--- config.mk ---
export PLATFORM = sky130hd
export DESIGN_NAME = capture_apb_fifo
export DESIGN_NICKNAME = d
export VERILOG_FILES = /design/src/rtl/capture_apb_fifo.sv
export SDC_FILE = /design/constraint.sdc
export NUM_CORES = 2
export LEC_CHECK = 0
export CAP_MARGIN = 20
export CORE_ASPECT_RATIO = 2
export CORE_MARGIN = 2
export CORE_UTILIZATION = 30
export DETAILED_ROUTE_END_ITERATION = 8
export PLACE_DENSITY_LB_ADDON = 0.25
export SETUP_SLACK_MARGIN = 0.3
export SLEW_MARGIN = 25
export SYNTH_ARGS = -nofsm -noshare
export SYNTH_HDL_FRONTEND = slang
export SYNTH_SLANG_ARGS = --single-unit
--- constraint.sdc ---
create_clock -name FCLK -period 6.75 [get_ports FCLK]
set_input_delay 1.6875 -clock FCLK [delete_from_list [all_inputs] [get_ports FCLK]]
set_output_delay 1.6875 -clock FCLK [all_outputs]
set_load 0.005 [all_outputs]
--- src/rtl/capture_apb_fifo.sv ---
// Pixel capture into a word FIFO, drained and controlled over a zero-wait APB slave.
// Four 8-bit pixels are packed little-endian into one 32-bit word; FABINT is a level interrupt.
module capture_apb_fifo #(
    parameter int FIFO_DEPTH = 64
) (
    input  logic        FCLK,
    input  logic        M2FRESETn,
    input  logic        PSEL,
    input  logic        PENABLE,
    input  logic        PWRITE,
    input  logic [7:0]  PADDR,
    input  logic [31:0] PWDATA,
    output logic [31:0] PRDATA,
    output logic        PREADY,
    output logic        PSLVERR,
    input  logic        PIX_VALID,
    input  logic [7:0]  PIX_DATA,
    input  logic        PIX_SOF,
    output logic        FABINT
);

    localparam int AW = $clog2(FIFO_DEPTH);
    localparam logic [5:0] A_CTRL   = 6'h00;
    localparam logic [5:0] A_STATUS = 6'h01;
    localparam logic [5:0] A_DATA   = 6'h02;
    localparam logic [5:0] A_FRAMES = 6'h03;

    logic          en;
    logic [7:0]    thresh;
    logic          ovf;
    logic [AW-1:0] wr_ptr, rd_ptr;
    logic [AW:0]   count;
    logic [8:0]    count9;
    logic [1:0]    pack_cnt;
    logic [23:0]   pack_word;
    logic [15:0]   frames;
    logic [31:0]   mem [FIFO_DEPTH];

    logic       access, wr_acc, rd_acc;
    logic [5:0] reg_idx;
    logic       empty, full;
    logic       pix_take, push_req, push_ok, drop, pop, clr;
    logic [1:0] pix_lane;
    logic       unused_bits;

    assign PREADY  = 1'b1;
    assign access  = PSEL & PENABLE;
    assign wr_acc  = access & PWRITE;
    assign rd_acc  = access & ~PWRITE;
    assign reg_idx = PADDR[7:2];
    assign count9  = 9'(count);
    assign empty   = (count == '0);
    assign full    = (count == (AW+1)'(FIFO_DEPTH));

    // An SOF pixel always restarts packing at lane 0, dropping any partial word.
    assign pix_take = PIX_VALID & en;
    assign pix_lane = PIX_SOF ? 2'd0 : pack_cnt;
    assign push_req = pix_take & (pix_lane == 2'd3);
    assign pop      = rd_acc & (reg_idx == A_DATA) & ~empty;
    assign clr      = wr_acc & (reg_idx == A_CTRL) & PWDATA[1];
    assign push_ok  = push_req & (~full | pop);
    assign drop     = push_req & full & ~pop;

    assign unused_bits = ^{PADDR[1:0], PWDATA[31:19], PWDATA[17:16], PWDATA[7:2]};

    always_comb begin
        PRDATA  = '0;
        PSLVERR = 1'b0;
        if (rd_acc && M2FRESETn) begin
            case (reg_idx)
                A_CTRL:   PRDATA = {16'd0, thresh, 7'd0, en};
                A_STATUS: PRDATA = {13'd0, ovf, full, empty, 7'd0, count9};
                A_DATA: begin
                    if (empty) PSLVERR = 1'b1;
                    else       PRDATA  = mem[rd_ptr];
                end
                A_FRAMES: PRDATA = {16'd0, frames};
                default:  PRDATA = '0;
            endcase
        end
    end

    always_ff @(posedge FCLK) begin
        if (M2FRESETn && push_ok && !clr)
            mem[wr_ptr] <= {PIX_DATA, pack_word};
    end

    always_ff @(posedge FCLK) begin
        if (!M2FRESETn) begin
            en        <= 1'b0;
            thresh    <= '0;
            ovf       <= 1'b0;
            wr_ptr    <= '0;
            rd_ptr    <= '0;
            count     <= '0;
            pack_cnt  <= '0;
            pack_word <= '0;
            frames    <= '0;
            FABINT    <= 1'b0;
        end else begin
            if (wr_acc && reg_idx == A_CTRL) begin
                en     <= PWDATA[0];
                thresh <= PWDATA[15:8];
            end
            if (pix_take) begin
                pack_cnt <= pix_lane + 2'd1;
                case (pix_lane)
                    2'd0:    pack_word[7:0]   <= PIX_DATA;
                    2'd1:    pack_word[15:8]  <= PIX_DATA;
                    2'd2:    pack_word[23:16] <= PIX_DATA;
                    default: ;
                endcase
                if (PIX_SOF) frames <= frames + 16'd1;
            end
            if (drop)
                ovf <= 1'b1;
            else if (wr_acc && reg_idx == A_STATUS && PWDATA[18])
                ovf <= 1'b0;
            if (push_ok) wr_ptr <= wr_ptr + AW'(1);
            if (pop)     rd_ptr <= rd_ptr + AW'(1);
            case ({push_ok, pop})
                2'b10:   count <= count + (AW+1)'(1);
                2'b01:   count <= count - (AW+1)'(1);
                default: ;
            endcase
            // Clear overrides any push or pop landing on the same edge.
            if (clr) begin
                wr_ptr   <= '0;
                rd_ptr   <= '0;
                count    <= '0;
                pack_cnt <= '0;
                ovf      <= 1'b0;
            end
            FABINT <= (en && thresh != 8'd0 && count9 >= {1'b0, thresh}) || ovf;
        end
    end

endmodule
==> flow_summary.json <==
{
  "status": "finished, final reports clean",
  "vdd_ir_drop_max_mv": 0.201,
  "floorplan.rows": 271,
  "max-slew-margin-rel": 0.346,
  "cts-htree-levels": 4,
  "drtAntennaViolNets": 0,
  "io_pins": 90,
  "clkLatencyLatePin_ns": 0.85,
  "ys_async_sr_fraction": 0,
  "clkSinkCount": 2126,
  "start_util": 0.302,
  "fin_nets": 4176,
  "yosysSeqAreaShare": 0.767,
  "overflow": 0,
  "grt_pass1_wl_mm": 357,
  "dp.cells": 7468,
  "routed_wirelength_mm": 262,
  "cts_tree": "done",
  "synth_top_family_by_area": "multiplexers",
  "synth_fa_ha_area_frac": 0.00228,
  "antenna_found_initial": 10,
  "p_per_area_mw_per_mm2": 262,
  "drv_slew": 0,
  "drive_gt1_frac": 0.280,
  "min_from": "pack_word[7]$_SDFFE_PN0P_",
  "max_slew.worst_pin.slew_ns": 0.978,
  "die_w_um": 374,
  "syn_area_mm2": 0.0823,
  "max_clock_freq_mhz": 157,
  "core_area_mm2": 0.273,
  "stdcell_count": 7798,
  "whs_path_depth": 2,
  "grt_start_max_net_pins": 92,
  "path_clk_slew_ns": 0.07,
  "synth-edff-count": 2048,
  "cts_buffers": 185,
  "end_kind": "output port",
  "hpwlAfterDp_mm": 162,
  "vias": 40700,
  "grt_pass1_vias": 42800,
  "place.gp.congestion": 0.822,
  "maxCapViolations": 0,
  "portBuffers": 65,
  "routedWlPerCell_um": 33.5,
  "holdPathEnd": "pack_word[7]$_SDFFE_PN0P_",
  "arrival_ns": 4.69,
  "fp.dieH_um": 745,
  "root_buffer": "clkbuf_16",
  "dp_slack_ns": 0.0235,
  "syn_inst": 3806,
  "fin_crit_ns": 6.37,
  "muxShareOfSynthArea": 0.165,
  "r2r-start": "pack_cnt[0]$_SDFFE_PP0N_",
  "critPathRequiredTime_ns": 5.06,
  "fin_ws_ns": 0.377,
  "avgViaCountPerCell": 5.22,
  "worstReg2RegEnd": "mem[9][23]$_DFFE_PP_",
  "setup_viol_count_final": 0,
  "cts_buffer_depth": 4,
  "synth_ff_type": "edfxtp_1",
  "die_area_mm2": 0.279,
  "track_usage": 0.186,
  "reg2reg_depth": 8,
  "drt_pass1_iterations": 6,
  "cp-start-kind": "flip-flop",
  "leakage_nw": 29.7,
  "synth.distinct_cells": 67,
  "synth-compound-area-share": 0.0214,
  "ys_ff_latch": 2126,
  "yosysWarnings": 0,
  "drtIter0Drc": 3883,
  "multi_input_area_mm2": 0.0186,
  "rsz0062_at_grt": "false",
  "critical_path_class": "reg -> out",
  "worstPathMaxFanout": 53,
  "area.sequential_mm2": 0.0631,
  "fin_skew_ns": 0.0499,
  "finalSetupTns_ns": 0,
  "rrSetupSlack_ns": 2.71,
  "syn_nets": 3876,
  "synthSimpleGateAreaFrac": 0.0284,
  "cts_hold_buf": 0,
  "syn_avg_cell_area_um2": 21.6,
  "min_period_over_period": 0.944,
  "drc": 0,
  "synth_xor_area_frac": 0.00319,
  "syn2layout_area_growth_pct": 15.6,
  "finalHoldViolCount": 0,
  "n_fill_cell": 25400,
  "hp-class": "reg -> reg"
}
-- routing by layer --
| metal | wire [um] | vias to the layer above | global-route usage |
|---|---|---|---|
| met5 | 23 | - | 0 |
| met4 | 13700 | 4 | 0.0854 |
| met3 | 11200 | 427 | 0.0215 |
| met2 | 148000 | 1282 | 0.366 |
| met1 | 88600 | 22400 | 0.195 |
| li1 | - | 16500 | - |
-- metrics by stage --
stage	hold slack, ns	power [mW]	util	instance area, um^2
after floorplan	0.452	14.6	-	82300
after global placement	0.448	14.7	0.327	89300
after detailed placement	0.454	14.7	0.328	89300
after CTS	0.464	25.1	0.349	95000
after global routing	0.486	25.5	0.349	95100
final	0.464	24.9	0.349	95100
-- state kept, by name, summed over array words and instances (netlist names), 2 cells and up, named ones only --
signal     cells
count          7
frames        16
pack_cnt       2
thresh         8
mem         2048
pack_word     24
rd_ptr         6
wr_ptr         6
-- kinds of logic after synthesis --
group                      count (synthesis)
buffers and inverters                    227
xor gates and xnor gates                  30
DFF                                     2126
muxes                                    666
adders and majority gates                 15
and+or+nand+nor                          494
AOI/OAI and AO/OA                        247
other                                      1
-- Yosys cell counts, types with 4 or more instances --
master | n | area share
dfxtp_1 | 78 | 0.019
o211ai_1 | 11 | 0.0010
a221oi_1 | 9 | 0.00096
nand3_1 | 67 | 0.0041
a32oi_1 | 22 | 0.0023
edfxtp_1 | 2048 | 0.75
nor3_1 | 23 | 0.0014
o22ai_1 | 14 | 0.0011
xor2_1 | 13 | 0.0014
a31oi_1 | 9 | 0.00068
clkbuf_1 | 73 | 0.0033
and4_1 | 4 | 0.00043
mux4_2 | 550 | 0.15
a22oi_1 | 36 | 0.0033
a211oi_1 | 8 | 0.00073
nor2b_1 | 16 | 0.0012
o221ai_1 | 6 | 0.00064
nand2b_1 | 7 | 0.00053
and3_1 | 17 | 0.0013
buf_4 | 34 | 0.0031
nor2_1 | 112 | 0.0051
buf_1 | 26 | 0.0012
buf_2 | 71 | 0.0043
and2_1 | 26 | 0.0020
o21ai_0 | 38 | 0.0023
a21oi_1 | 26 | 0.0016
xnor2_1 | 17 | 0.0018
mux2i_1 | 106 | 0.013
a21boi_0 | 34 | 0.0031
inv_1 | 18 | 0.00082
or3_1 | 6 | 0.00046
nand4_1 | 25 | 0.0019
nand2_1 | 169 | 0.0077
mux2_2 | 10 | 0.0014
ha_1 | 15 | 0.0023
-- worst max-delay path by stage --
stage / from / endpoint / slack (ns) / cells past startpoint
final: flip-flop / PRDATA[10] / 0.38 / 10
after detailed placement: PADDR[5] / PRDATA[25] / 0.02 / 9
after global placement: PADDR[5] / PRDATA[25] / 0.06 / 9
after floorplan: PADDR[5] / mem[32][0]$_DFFE_PP_ / 1.02 / 6
after global routing: flip-flop / PRDATA[19] / 0.31 / 9
after CTS: PADDR[5] / PRDATA[25] / 0.23 / 9
-- cells in the final DEF, fill, tap and decap left out, types with 36 or more instances in the layout --
cell	n
a22oi_1	36
buf_12	43
buf_4	213
clkbuf_1	36
clkbuf_16	186
clkdlybuf4s50_1	54
clkinv_1	42
dfxtp_1	49
edfxtp_1	2048
mux2i_1	105
mux4_2	550
nand2_1	168
nand3_1	67
nor2_1	50
nor2_4	61
o21ai_0	37
-- timing repair --
action | in CTS | in global routing
buffers inserted | 0 | 0
resized for setup | 3 | 3
setup endpoints to repair | 3 | 10
-- power breakdown --
part / switching (mW) / internal [mW] / leakage (nW)
sequential: 0.000157 / 14.3 / 20.7
combinational: 0.0733 / 0.0225 / 6.16
clock: 4.84 / 5.69 / 2.81
total: 4.91 / 20.0 / 29.7
-- layout make-up --
type,instances,area share
flip-flops and latches,2126,0.664
multi-input cells,1453,0.196
clock buffers,223,0.0505
well taps,3549,0.0467
repair buffers,320,0.0321
clock inverters,101,0.00988
inverters,20,0.000842
diodes,6,0.000158
-- critical path, cell delays in order, from the launching register on --
cell and delay (ns):
dfxtp_4 0.43, buf_4 0.31, buf_12 0.30, buf_4 0.47, mux4_2 0.36, mux2i_1 0.14, nand2_1 0.07, o31ai_1 0.20
o32a_1 0.65, o221ai_1 0.26, clkdlybuf4s50_1 0.50
No activity file was read; power rests on OpenSTA's default activity.
